===== src/rtl/mips_pkg.sv =====
`default_nettype none
// ============================================================================
// Module   : mips_pkg
// Purpose  : Shared definitions for the MIPS pipeline decode logic: opcode
//            constants, ALU operation classes, the decoded-control record and
//            the ID-stage state encoding.
// Ports    : none (package)
// Revision : 1.0 - initial release
// ============================================================================
package mips_pkg;

  // Primary opcodes, instr[31:26]
  localparam logic [5:0] OP_RTYPE = 6'h00;
  localparam logic [5:0] OP_LW    = 6'h23;
  localparam logic [5:0] OP_SW    = 6'h2B;
  localparam logic [5:0] OP_BEQ   = 6'h04;
  localparam logic [5:0] OP_ADDI  = 6'h08;
  localparam logic [5:0] OP_SLTI  = 6'h0A;
  localparam logic [5:0] OP_J     = 6'h02;

  // ALU operation class handed to EX; FUNCT means "look at instr[5:0]"
  localparam logic [2:0] ALU_ADD   = 3'd0;
  localparam logic [2:0] ALU_SUB   = 3'd1;
  localparam logic [2:0] ALU_SLT   = 3'd2;
  localparam logic [2:0] ALU_FUNCT = 3'd3;

  // Decoded control for one instruction. regdst selects rd as destination,
  // uses_rt marks instructions that actually read rt as a source operand.
  typedef struct packed {
    logic       regwrite;
    logic       memread;
    logic       memwrite;
    logic       memtoreg;
    logic       alusrc;
    logic       branch;
    logic       jump;
    logic       regdst;
    logic       uses_rt;
    logic [2:0] aluop;
  } ctrl_t;

  typedef enum logic [0:0] {
    RUN    = 1'b0,
    BUBBLE = 1'b1
  } id_state_e;

endpackage : mips_pkg
`default_nettype wire


===== src/rtl/id_ex_stage_control_decode.sv =====
`default_nettype none
// ============================================================================
// Module   : control_decode
// Purpose  : Purely combinational opcode-to-control decoder. Unknown opcodes
//            decode to all-zero control (a NOP).
// Ports    : opcode_i - instruction opcode field instr[31:26]
//            ctrl_o   - decoded control record
// Revision : 1.0 - initial release
// ============================================================================
module control_decode
  import mips_pkg::*;
(
  input  logic [5:0] opcode_i,
  output ctrl_t      ctrl_o
);

  always_comb begin
    ctrl_o = '0;
    case (opcode_i)
      OP_RTYPE: begin
        ctrl_o.regwrite = 1'b1;
        ctrl_o.regdst   = 1'b1;
        ctrl_o.uses_rt  = 1'b1;
        ctrl_o.aluop    = ALU_FUNCT;
      end
      OP_LW: begin
        ctrl_o.regwrite = 1'b1;
        ctrl_o.memread  = 1'b1;
        ctrl_o.memtoreg = 1'b1;
        ctrl_o.alusrc   = 1'b1;
        ctrl_o.aluop    = ALU_ADD;
      end
      OP_SW: begin
        ctrl_o.memwrite = 1'b1;
        ctrl_o.alusrc   = 1'b1;
        ctrl_o.uses_rt  = 1'b1;
        ctrl_o.aluop    = ALU_ADD;
      end
      OP_BEQ: begin
        ctrl_o.branch  = 1'b1;
        ctrl_o.uses_rt = 1'b1;
        ctrl_o.aluop   = ALU_SUB;
      end
      OP_ADDI: begin
        ctrl_o.regwrite = 1'b1;
        ctrl_o.alusrc   = 1'b1;
        ctrl_o.aluop    = ALU_ADD;
      end
      OP_SLTI: begin
        ctrl_o.regwrite = 1'b1;
        ctrl_o.alusrc   = 1'b1;
        ctrl_o.aluop    = ALU_SLT;
      end
      OP_J: begin
        ctrl_o.jump = 1'b1;
      end
      default: ctrl_o = '0;
    endcase
  end

endmodule : control_decode
`default_nettype wire


===== src/rtl/id_ex_stage.sv =====
`default_nettype none
// ============================================================================
// Module   : id_ex_stage
// Purpose  : MIPS decode stage plus the ID/EX pipeline register. Drives the
//            register-file read addresses, decodes control, bypasses
//            same-cycle writeback data, detects load-use hazards (one bubble
//            each) and counts inserted bubbles with a saturating counter.
// Ports    : clk, rst            - clock, synchronous active-high reset
//            instr, pc4          - IF/ID contents
//            flush               - squash the instruction currently in ID
//            r1, r2              - register-file read addresses (comb)
//            rdata1, rdata2      - register-file read data
//            wb_regwrite/w/wdata - writeback port, used for bypassing
//            stall               - hold PC and IF/ID (comb)
//            ex_*                - registered ID/EX contents
//            stall_count         - saturating bubble count
// Revision : 1.0 - initial release
// ============================================================================
module id_ex_stage
  import mips_pkg::*;
#(
  parameter int WIDTH = 32,
  parameter int RA_W  = 5,
  parameter int CNT_W = 16
) (
  input  logic             clk,
  input  logic             rst,
  input  logic [WIDTH-1:0] instr,
  input  logic [WIDTH-1:0] pc4,
  input  logic             flush,
  output logic [RA_W-1:0]  r1,
  output logic [RA_W-1:0]  r2,
  input  logic [WIDTH-1:0] rdata1,
  input  logic [WIDTH-1:0] rdata2,
  input  logic             wb_regwrite,
  input  logic [RA_W-1:0]  wb_w,
  input  logic [WIDTH-1:0] wb_wdata,
  output logic             stall,
  output logic             ex_regwrite,
  output logic             ex_memread,
  output logic             ex_memwrite,
  output logic             ex_memtoreg,
  output logic             ex_alusrc,
  output logic             ex_branch,
  output logic             ex_jump,
  output logic [2:0]       ex_aluop,
  output logic [WIDTH-1:0] ex_a,
  output logic [WIDTH-1:0] ex_b,
  output logic [WIDTH-1:0] ex_imm,
  output logic [RA_W-1:0]  ex_rs,
  output logic [RA_W-1:0]  ex_rt,
  output logic [RA_W-1:0]  ex_wr,
  output logic [WIDTH-1:0] ex_pc4,
  output logic [CNT_W-1:0] stall_count
);

  ctrl_t           dec;
  logic [RA_W-1:0] rd_addr;
  logic            hz;

  // Next-state (normally captured) values for the ID/EX register
  logic             regwrite_d;
  logic [RA_W-1:0]  wr_d;
  logic [WIDTH-1:0] a_d;
  logic [WIDTH-1:0] b_d;
  logic [WIDTH-1:0] imm_d;

  // Registered state
  id_state_e        state_q;
  ctrl_t            ctrl_q;
  logic [WIDTH-1:0] a_q;
  logic [WIDTH-1:0] b_q;
  logic [WIDTH-1:0] imm_q;
  logic [RA_W-1:0]  rs_q;
  logic [RA_W-1:0]  rt_q;
  logic [RA_W-1:0]  wr_q;
  logic [WIDTH-1:0] pc4_q;
  logic [CNT_W-1:0] stall_count_q;

  control_decode u_control_decode (
    .opcode_i (instr[31:26]),
    .ctrl_o   (dec)
  );

  assign r1      = instr[21 +: RA_W];
  assign r2      = instr[16 +: RA_W];
  assign rd_addr = instr[11 +: RA_W];

  always_comb begin
    // All-zero word is sll $0,$0,0; it must not count as a register write.
    regwrite_d = dec.regwrite & (instr != '0);

    if (dec.regdst)
      wr_d = rd_addr;
    else if (dec.regwrite)
      wr_d = r2;
    else
      wr_d = '0;

    // The register file writes on posedge but was read on the preceding
    // negedge, so a same-cycle writeback must be forwarded here.
    if (wb_regwrite && (wb_w != '0) && (wb_w == r1))
      a_d = wb_wdata;
    else
      a_d = rdata1;

    if (wb_regwrite && (wb_w != '0) && (wb_w == r2))
      b_d = wb_wdata;
    else
      b_d = rdata2;

    imm_d = {{(WIDTH-16){instr[15]}}, instr[15:0]};
  end

  // Load-use: the load in EX has not produced its data yet.
  assign hz    = ctrl_q.memread && (wr_q != '0) &&
                 ((wr_q == r1) || ((wr_q == r2) && dec.uses_rt));
  assign stall = hz && !flush;

  always_ff @(posedge clk) begin
    if (rst) begin
      state_q       <= RUN;
      ctrl_q        <= '0;
      a_q           <= '0;
      b_q           <= '0;
      imm_q         <= '0;
      rs_q          <= '0;
      rt_q          <= '0;
      wr_q          <= '0;
      pc4_q         <= '0;
      stall_count_q <= '0;
    end else begin
      if (stall && !(&stall_count_q))
        stall_count_q <= stall_count_q + {{(CNT_W-1){1'b0}}, 1'b1};

      // In BUBBLE the EX slot holds a bubble, so hz cannot fire there.
      case (state_q)
        RUN:     state_q <= stall ? BUBBLE : RUN;
        BUBBLE:  state_q <= RUN;
        default: state_q <= RUN;
      endcase

      if (flush || stall) begin
        ctrl_q <= '0;
        a_q    <= '0;
        b_q    <= '0;
        imm_q  <= '0;
        rs_q   <= '0;
        rt_q   <= '0;
        wr_q   <= '0;
        pc4_q  <= '0;
      end else begin
        ctrl_q          <= dec;
        ctrl_q.regwrite <= regwrite_d;
        a_q             <= a_d;
        b_q             <= b_d;
        imm_q           <= imm_d;
        rs_q            <= r1;
        rt_q            <= r2;
        wr_q            <= wr_d;
        pc4_q           <= pc4;
      end
    end
  end

  assign ex_regwrite = ctrl_q.regwrite;
  assign ex_memread  = ctrl_q.memread;
  assign ex_memwrite = ctrl_q.memwrite;
  assign ex_memtoreg = ctrl_q.memtoreg;
  assign ex_alusrc   = ctrl_q.alusrc;
  assign ex_branch   = ctrl_q.branch;
  assign ex_jump     = ctrl_q.jump;
  assign ex_aluop    = ctrl_q.aluop;
  assign ex_a        = a_q;
  assign ex_b        = b_q;
  assign ex_imm      = imm_q;
  assign ex_rs       = rs_q;
  assign ex_rt       = rt_q;
  assign ex_wr       = wr_q;
  assign ex_pc4      = pc4_q;
  assign stall_count = stall_count_q;

  // regdst/uses_rt are consumed in ID only; state is kept for debug.
  logic unused_ok;
  assign unused_ok = &{1'b0, ctrl_q.regdst, ctrl_q.uses_rt, state_q};

endmodule : id_ex_stage
`default_nettype wire


===== config.mk =====
export PLATFORM = sky130hd
export DESIGN_NAME = id_ex_stage
export DESIGN_NICKNAME = d
export VERILOG_FILES = /design/src/rtl/mips_pkg.sv /design/src/rtl/id_ex_stage_control_decode.sv /design/src/rtl/id_ex_stage.sv
export SDC_FILE = /design/constraint.sdc
export NUM_CORES = 1
export LEC_CHECK = 0
export CAP_MARGIN = 20
export CELL_PAD_IN_SITES_DETAIL_PLACEMENT = 1
export CELL_PAD_IN_SITES_GLOBAL_PLACEMENT = 2
export CORE_MARGIN = 2
export CORE_UTILIZATION = 22
export DETAILED_ROUTE_END_ITERATION = 7
export GPL_ROUTABILITY_DRIVEN = 0
export GPL_TIMING_DRIVEN = 0
export PLACE_DENSITY_LB_ADDON = 0.1
export SYNTH_ARGS = -nofsm -noshare
export SYNTH_HDL_FRONTEND = slang
export SYNTH_SLANG_ARGS = --single-unit

===== constraint.sdc =====
create_clock -name clk -period 5.7 [get_ports clk]
set_input_delay 1.14 -clock clk [delete_from_list [all_inputs] [get_ports clk]]
set_output_delay 1.14 -clock clk [all_outputs]
set_load 0.05 [all_outputs]

# Word-level counts from Yosys, hierarchy flattened
# Cells that the tools add are included.
# word_totals
register_bits,152
# op_classes
n_addsub,1
n_bitwise,1
n_reduce_logical,21
n_mux,13
eq_ne,10
# op_table
op,n
$mux 32,2
$reduce_bool 32->1,1
$eq 5x5->1,4
$add 16x1->16 const B,1
$reduce_and 16->1,1
$eq 6x4->1 const B,2
$eq 6x6->1 const B,2
$mux 5,2
$reduce_bool 5->1,2
$logic_and 1x1->1,8
$mux 1,8
$reduce_or 4->1,2
$eq 6x2->1 const B,1
$eq 6x3->1 const B,1
$logic_not 6->1,1
$pmux 2 s3,1
$reduce_or 3->1,1
$logic_not 1->1,2
$logic_or 1x1->1,2
$reduce_or 2->1,1
$and 1x1->1,1

# Depth between registers and ports, before layout
# Gate-level depths: netlist (run 1).
# depth
ltp_word,9
depth_mapped,8
mapped_depth_nobuf,6

# By module
# A second synthesis (run 1) with hierarchy kept.
# unflattened
hier_cells,573
area_unflattened_um2,5826.8
# by_module_without_submodules
mod,instances,area_each_um2,cells_each
id_ex_stage,1,5661.7,550
control_decode,1,165.2,23

# Worst setup path before layout (run 1)
# Ideal clock, no wire load.
# synth_timing
path_kind,input-to-output
startpoint,input instr[31]
endpoint,output stall
n_path_buf,1
path_stages,6
setup_slack_ns,1.992
required_time_ns,4.560
arrival_ns,2.568
cell_sequence,or4_4 -> o31ai_4 -> nand4_4 -> and2_4 -> buf_6 -> inv_1
# synth_via
elab_chain_len,7
# synth_rtl
item,line,text
"start, declared",id_ex_stage.sv:28,"input logic [WIDTH-1:0] instr,"
"$eq 6x6->1, or another cell as far along",id_ex_stage_control_decode.sv:19,case (opcode_i)
$reduce_or 3->1 (no line) (*),-,
$mux 1 (*),id_ex_stage_control_decode.sv:19,
$logic_and 1x1->1 (*),id_ex_stage.sv:117,((wr_q == r1) || ((wr_q == r2) && dec.uses_rt));
$logic_or 1x1->1 (*),id_ex_stage.sv:117,
$logic_and 1x1->1 (*),id_ex_stage.sv:116,assign hz = ctrl_q.memread && (wr_q != '0) &&
$logic_and 1x1->1 (*),id_ex_stage.sv:118,assign stall = hz && !flush;
"end, declared",id_ex_stage.sv:38,"output logic stall,"
# Every way passes the cells marked *; elsewhere a longest branch is shown, timed or not.

# Final worst setup path (run 1)
# layout_timing
startpoint,input instr[18]
endpoint,output stall
# layout_via
elab_chain_len,5
# layout_rtl
item,line
$eq 5x5->1,id_ex_stage.sv:117
$logic_and 1x1->1,id_ex_stage.sv:117
$logic_or 1x1->1,id_ex_stage.sv:117
$logic_and 1x1->1,id_ex_stage.sv:116
$logic_and 1x1->1,id_ex_stage.sv:118
# No other way between the ends.

==> summary.txt, run 1 <==
Global route
  – Total congestion overflow: 0
  – Largest net degree at the start of global routing: 18
  – Total GRT Usage: between 10% and 20%
  – First-pass GRT wire length: ~32000 um
  – Vias in the first global route: about 5800
  – Initial antenna violation count: 0

Worst setup path
  – Crit start category: input pin
  – Setup crit end kind: primary output
  – Type of the worst setup path: input pin to primary output
  – Worst EP arrival: 3790 ps
  – R2r setup slk: 3130 ps
  – CP Data Required Time: 4560 ps
  – CP Max Fanout: 10

Finish
  – Area occupied by multi-input gates: 0.00228 mm2
  – Non-filler cells, final: roughly 1300
  – ANT cells: 0
  – Fillers: approximately 2800
  – Fraction of layout cells with a size suffix above 1: 9.51%
  – Most frequent cells in the layout: clkdlybuf4s50_1 (347), dfxtp_1 (151), nor2_1 (85), mux2i_1 (65), and2_1 (58)
  – Final #Nets: 1083
  – Register area: 0.00302 mm2
  – Commonest non-fill, non-tap cell in the layout: clkdlybuf4s50_1
  – Synthesis-to-finish area growth: 78.6%

Timing
  – Setup ws final: about 770 ps
  – Final Skew: 12.9 ps
  – Final hold violations: 0
  – Fmax achieved: 203 MHz
  – Post-route minimum period: between 4000 and 5000 ps
  – Slew Viols, Final: 0
  – Period utilization: 86.5%
  – Worst Tran Pin Value: 723 ps
  – Hold slack: 515 ps
  – Setup TNS: 0 ps
  – Final setup viols: 0
  – Max_slew headroom: 51.4%
  – RSZ-0062 raised after global routing: no

Synth
  – EDFF count, synth: 0
  – Synth Warn #: 0
  – Ys flop type: dfxtp_1
  – Synth Area in Adders: 0.221%
  – Top cell type's share of synthesized area: 53.5%
  – Sequential area share after synthesis: 53.5%
  – Async S/R FF share, synth: 0%
  – Largest family of logic cells by synthesized area: simple AND/OR/NAND/NOR gates
  – Distinct cells, synth: 47
  – Yosys top cell by area: dfxtp_1
  – Post-synthesis mux area share: roughly an eighth
  – Synth Area per Inst: 10.4 um2
  – Compound-Gate Fraction of Synth Area: ~4.6%
  – Post-synthesis simple-gate area fraction: 19.7%
  – Synth Instances: around 550
  – Mapped Nets: 715
  – Yosys reg bits: 151
  – Post-Synth XOR/XNOR Area: 4.18%
  – Synth top area cells: dfxtp_1 (53%), mux2i_1 (12%), and2_1 (6.4%)
  – Post-Syn Area: 0.00565 mm2

CTS
  – Clock buffer depth: 2
  – Num CTS Buffers: 17
  – Latest clock arrival within the worst-skew pair: 420 ps
  – # Post-CTS Setup Buffers: 0
  – Cts hold-fix bufs: 0
  – CTS root buffer: clkbuf_16
  – Clk slew on worst S/H paths: 60 ps
  – Cts repair resizes: 0
  – CTS tree: done
  – H-tree depth: 4
  – Clock sink count: around 150

Floorplan
  – Starting Density: approximately 22%
  – Core outline area: 0.0252 mm2
  – Die Wd: 164 um
  – Chip Height: approximately 160 um
  – Row count: a little under 60
  – I/O pin count: 349
  – DIE AREA: 0.0270 mm2

Pwr
  – Pint: 1.92 mW
  – Power per Cell Area: about 260 mW/mm2
  – Total power: 2.66 mW
  – Comb pwr share: 18.2%
  – Sw Pwr: 0.739 mW
  – Leakage: 3.70 nW
  – Sw Ratio: ~28%
  – Peak supply drop: 0.136 mV
  – Clock Power Share: 40.5%
  – Reg power frac: 41.4%

Run
  – Max-cap violations: 0

Placed design
  – Pre-CTS WS: between 700 and 800 ps
  – DP HPWL: ~18000 um
  – Port Buf Inserts: 347
  – Placed Cells: about 1200

Detailed routing
  – Max layer used: met4
  – Violation count after the first detailed-route iteration: 100
  – Antenna viol nets, final: 0
  – Met3 WL: 2350 um
  – Met2 wire length: 11400 um
  – DR vias: 5306
  – DRT Pass-1 Iters: 4
  – Drt wl/cell: 17.5 um
  – Vias per inst: 4.23
  – Wl on met1: 7880 um
  – DR DRC count: 0
  – Final WL: approximately 22000 um

Status
  – Status: finished, final reports clean

Min path
  – HP Class: register to register
[path summary, 6_finish.rpt]
check / startpoint / endpoint / cells past startpoint
setup / recovery: instr[18] / stall / 8
hold / removal: stall_count[3] / stall_count[3] / 2
setup reg to reg: ex_wr[4] / ex_imm[12] / 8
hold reg to reg: stall_count[3] / stall_count[3] / 2
[sequential cells by signal, summed over array words and instances, names as in the netlist]
| signal | flops |
|---|---|
| ex_branch | 1 |
| ex_rs | 5 |
| ex_memwrite | 1 |
| ex_b | 32 |
| ex_regwrite | 1 |
| ex_memtoreg | 1 |
| ex_imm | 16 |
| ex_rt | 5 |
| ex_jump | 1 |
| ex_aluop | 2 |
| stall_count | 16 |
| ex_pc4 | 32 |
| ex_alusrc | 1 |
| ex_a | 32 |
| ex_wr | 5 |
[power groups by stage]
stage | combinational (mW) | clock [mW] | sequential (mW)
after floorplan | 0.114 | 0 | 1.25
after global placement | 0.483 | 0 | 1.12
after detailed placement | 0.489 | 0 | 1.13
after CTS | 0.491 | 1.11 | 1.10
after global routing | 0.511 | 1.16 | 1.10
final | 0.484 | 1.08 | 1.10
[metrics by stage]
| stage | utilization (%) | area, um2 |
|---|---|---|
| after floorplan | - | 5650 |
| after global placement | 37.9 | 9540 |
| after detailed placement | 37.9 | 9550 |
| after CTS | 40.1 | 10100 |
| after global routing | 40.1 | 10100 |
| final | 40.1 | 10100 |
[critical path, stage by stage]
cell and delay (ps):
clkdlybuf4s50_1 580, xor2_1 260, nor4_4 380, nand4_4 230, and2_4 220, buf_6 130
inv_1 50, clkdlybuf4s50_1 790
[logic make-up after synthesis]
family,after synthesis
adders and majority gates,1
DFF,151
buffers and inverters,55
muxes,66
xor gates and xnor gates,27
and+or+nand+nor,207
AOI/OAI and AO/OA,37
other,1
[routing by layer]
metal | up-vias | global-route usage (%)
met4 | 0 | 4.82
met5 | - | 0
met1 | 2513 | 16.0
met2 | 228 | 29.7
li1 | 2546 | -
met3 | 19 | 7.12
[layout make-up]
| type | count | share of cell area (%) |
|---|---|---|
| Buffer | 51 | 3.28 |
| Clock buffer | 21 | 4.46 |
| Clock inverter | 10 | 0.966 |
| Inverter | 4 | 0.149 |
| Multi-Input combinational cell | 339 | 22.6 |
| Sequential cell | 151 | 29.9 |
| Tap cell | 330 | 4.09 |
| Timing Repair Buffer | 349 | 34.5 |
[synthesized netlist by cell type, drive strengths merged, types with 6 or more instances]
cell / n
a21oi: 12
dfxtp: 151
xnor2: 13
clkbuf: 8
nand3: 9
o21ai: 7
nand2: 9
or4: 6
nor2: 85
buf: 43
and2: 59
or3: 6
nor4: 13
xor2: 14
mux2i: 65
Power figures use the tool's default switching activity.
==> run 2, diff against run 1 <==
Settings changed: SYNTH_HIERARCHICAL set to 1.
==> run 2 against run 1 <==
- global-route usage increased by 0.24 points
- setup slack got worse by 270 ps
- critical endpoint unchanged
- final area increased by 2.1%
- area after synthesis increased by 3.1%
- via count increased by 4.0%
- non-clock buffer count increased by 5
- synthesized cell count increased by 5.1%
- highest routed layer unchanged
- critical path type unchanged
==> summary.txt, run 2 <==
Status
  – Status: finished, final reports clean

Timing
  – RSZ-0062 raised after global routing: no
  – Final setup viols: 0
  – Period utilization: about nine tenths
  – Final Skew: roughly 18 ps
  – Hold slack: 518 ps
  – Slew Viols, Final: 0
  – Post-route minimum period: 5190 ps
  – Final hold violations: 0
  – Worst Tran Pin Value: between 800 and 900 ps
  – Max_slew headroom: 40.6%
  – Fmax achieved: approximately 190 MHz
  – Setup TNS: 0 ps

Worst setup path
  – CP Max Fanout: 10
  – Critical path's slowest cell: clkdlybuf4s50_1
  – Most used cell, CP: clkdlybuf4s50_1
  – Worst path max stage delay: 840 ps
  – Reg-to-reg endpoint: ex_b[21]
  – RR Startpoint: ex_wr[3]
  – R2r setup slk: between 3000 and 4000 ps
  – Type of the worst setup path: input pin to primary output
  – Setup crit end kind: primary output
  – Crit-path cells: clkdlybuf4s50_1, nand3_2, nor4b_2, or2_1, nand2_1, o22a_1, buf_2, nor2_1, clkdlybuf4s50_1
  – CP Data Required Time: 4560 ps
  – Worst EP arrival: approximately 4100 ps
  – Worst R2R Path Depth: 7
  – Crit start category: input pin

Min path
  – HP Start: stall_count[14]
  – HP Class: register to register
  – Worst Hold Path Cells: 2
  – Hold endpoint: stall_count[14]

Synth
  – Synth Warn #: 6
  – Synth top area cells: dfxtp_1 (53%), mux2i_1 (11%), and2_1 (7.3%)
  – Post-Syn Area: 0.00583 mm2
  – Sequential area share after synthesis: between 50 and 60%
  – Async S/R FF share, synth: 0%
  – Yosys top cell by area: dfxtp_1
  – Most numerous cell in the Yosys netlist: dfxtp_1
  – Top cell type's share of synthesized area: a little over half
  – Synth Area per Inst: approximately 10 um2
  – Ys flop type: dfxtp_1
  – Synth Instances: around 570
  – Yosys reg bits: 153
  – EDFF count, synth: 0
  – Most frequent cells after synthesis: dfxtp_1 (153), nor2_1 (77), and2_1 (68)
  – Mapped Nets: 743
  – Distinct cells, synth: a little over 50

Detailed routing
  – Final WL: 22800 um
  – Violation count after the first detailed-route iteration: 131
  – Antenna viol nets, final: 0
  – Vias per inst: 4.28
  – DRT Pass-1 Iters: 4
  – Drt wl/cell: 17.7 um
  – DR vias: 5518
  – DR DRC count: 0

Floorplan
  – Core outline area: 0.0261 mm2
  – Starting Density: 22.4%
  – Chip Height: approximately 170 um
  – Die Wd: between 150 and 200 um
  – I/O pin count: roughly 350
  – DIE AREA: 0.0278 mm2
  – Row count: 59

Finish
  – Most frequent cells in the layout: clkdlybuf4s50_1 (347), dfxtp_1 (153), nor2_1 (77), and2_1 (68), mux2i_1 (64)
  – Final core utilization: between 30% and 40%
  – Fraction of layout cells with a size suffix above 1: 9.55%
  – Final Cell Area: 0.0103 mm2
  – Final #Nets: ~1100
  – Synthesis-to-finish area growth: 77.0%
  – Commonest non-fill, non-tap cell in the layout: clkdlybuf4s50_1
  – Fillers: 2939

Global route
  – Total GRT Usage: 16.3%
  – Vias in the first global route: 5943
  – Largest net degree at the start of global routing: 18
  – First-pass GRT wire length: between 30000 and 40000 um
  – Initial antenna violation count: 2
  – Total congestion overflow: 0

CTS
  – Cts repair resizes: 0
  – CTS tree: done
  – Cts hold-fix bufs: 0
  – Clock buffer depth: 2
  – H-tree depth: 4
  – # Post-CTS Setup Buffers: 0
  – Clk slew on worst S/H paths: 60 ps
  – Clock sink count: 153
  – Num CTS Buffers: 17
  – CTS root buffer: clkbuf_16
  – Latest clock arrival within the worst-skew pair: between 400 and 500 ps

Pwr
  – Leakage: approximately 3.7 nW
  – Peak supply drop: between 0.15 and 0.2 mV
  – Total power: 2.74 mW
  – Power per Cell Area: between 200 and 300 mW/mm2

Placed design
  – DP HPWL: 18300 um
  – Placed cell area: 0.00972 mm2
  – Port Buf Inserts: 347

Run
  – Max-cap violations: 0
-- run 2: cell types whose count changed after synthesis, moves of 3 or more --
| cell | change |
|---|---|
| o31ai_1 | +9 |
| or3_1 | -3 |
| o21ai_0 | -4 |
| o21ai_1 | +3 |
| nand3_1 | +4 |
| a21oi_1 | +4 |
| and2_1 | +10 |
| nor2_1 | -8 |
| clkbuf_1 | +4 |
| xor2_1 | -9 |
| or4_1 | +7 |
| xnor2_1 | +3 |
-- run 2: worst max path at each step --
stage	start	endpoint	slack [ps]	cells past startpoint
after CTS	instr[27]	stall	470	9
after global routing	instr[27]	stall	320	9
after detailed placement	instr[27]	stall	500	9
after global placement	instr[27]	stall	520	9
after floorplan	instr[31]	stall	1680	7
final	instr[27]	stall	510	9
-- run 2: metal layers --
| layer | GRT usage [%] | share of wire (%) | vias to the layer above |
|---|---|---|---|
| li1 | - | - | 2667 |
| met1 | 18.3 | 40 | 2611 |
| met2 | 28.9 | 51 | 220 |
| met3 | 5.73 | 8.1 | 20 |
| met4 | 4.84 | 1.7 | 0 |
| met5 | 0 | 0 | - |
-- run 2: report_power, final --
part / internal (mW) / switching, mW / leakage [nW]
registers: 1.11 / 0.0114 / 1.25
logic: 0.220 / 0.270 / 2.16
clock network: 0.621 / 0.510 / 0.281
-- run 2: final cells by class --
cell class	count	area [um2]	area share, %
sequential	153	3060	29.7
tap	335	419	4.06
inverter	2	7.51	0.0728
clock inverter	15	159	1.54
multi-input combinational	361	2420	23.4
clock buffer	17	425	4.12
timing repair buffer	348	3480	33.7
buffer	57	340	3.30
antenna	2	5.00	0.0485
-- run 2: critical path: cells and delay by family --
| family | cells | cell delay (ps) |
|---|---|---|
| compound gates | 1 | 250 |
| simple gates | 5 | 880 |
| buf+inv | 3 | 1770 |
-- run 2: logic make-up after synthesis --
logic type	share of synthesized area (%)
simple gates	21.8
flops	52.6
mux	11.2
buf+inv	5.97
compound gates	5.05
xor+xnor	3.16
fa+ha+maj	0.215
other cells	0.0644
-- run 2: per-stage QoR --
step | worst slack [ps] | std cells
2_1_floorplan | 1680 | 573
3_3_place_gp | 517 | 1255
3_5_place_dp | 497 | 1255
4_1_cts | 465 | 1287
5_1_grt | 320 | 1290
6_report | 505 | 1290
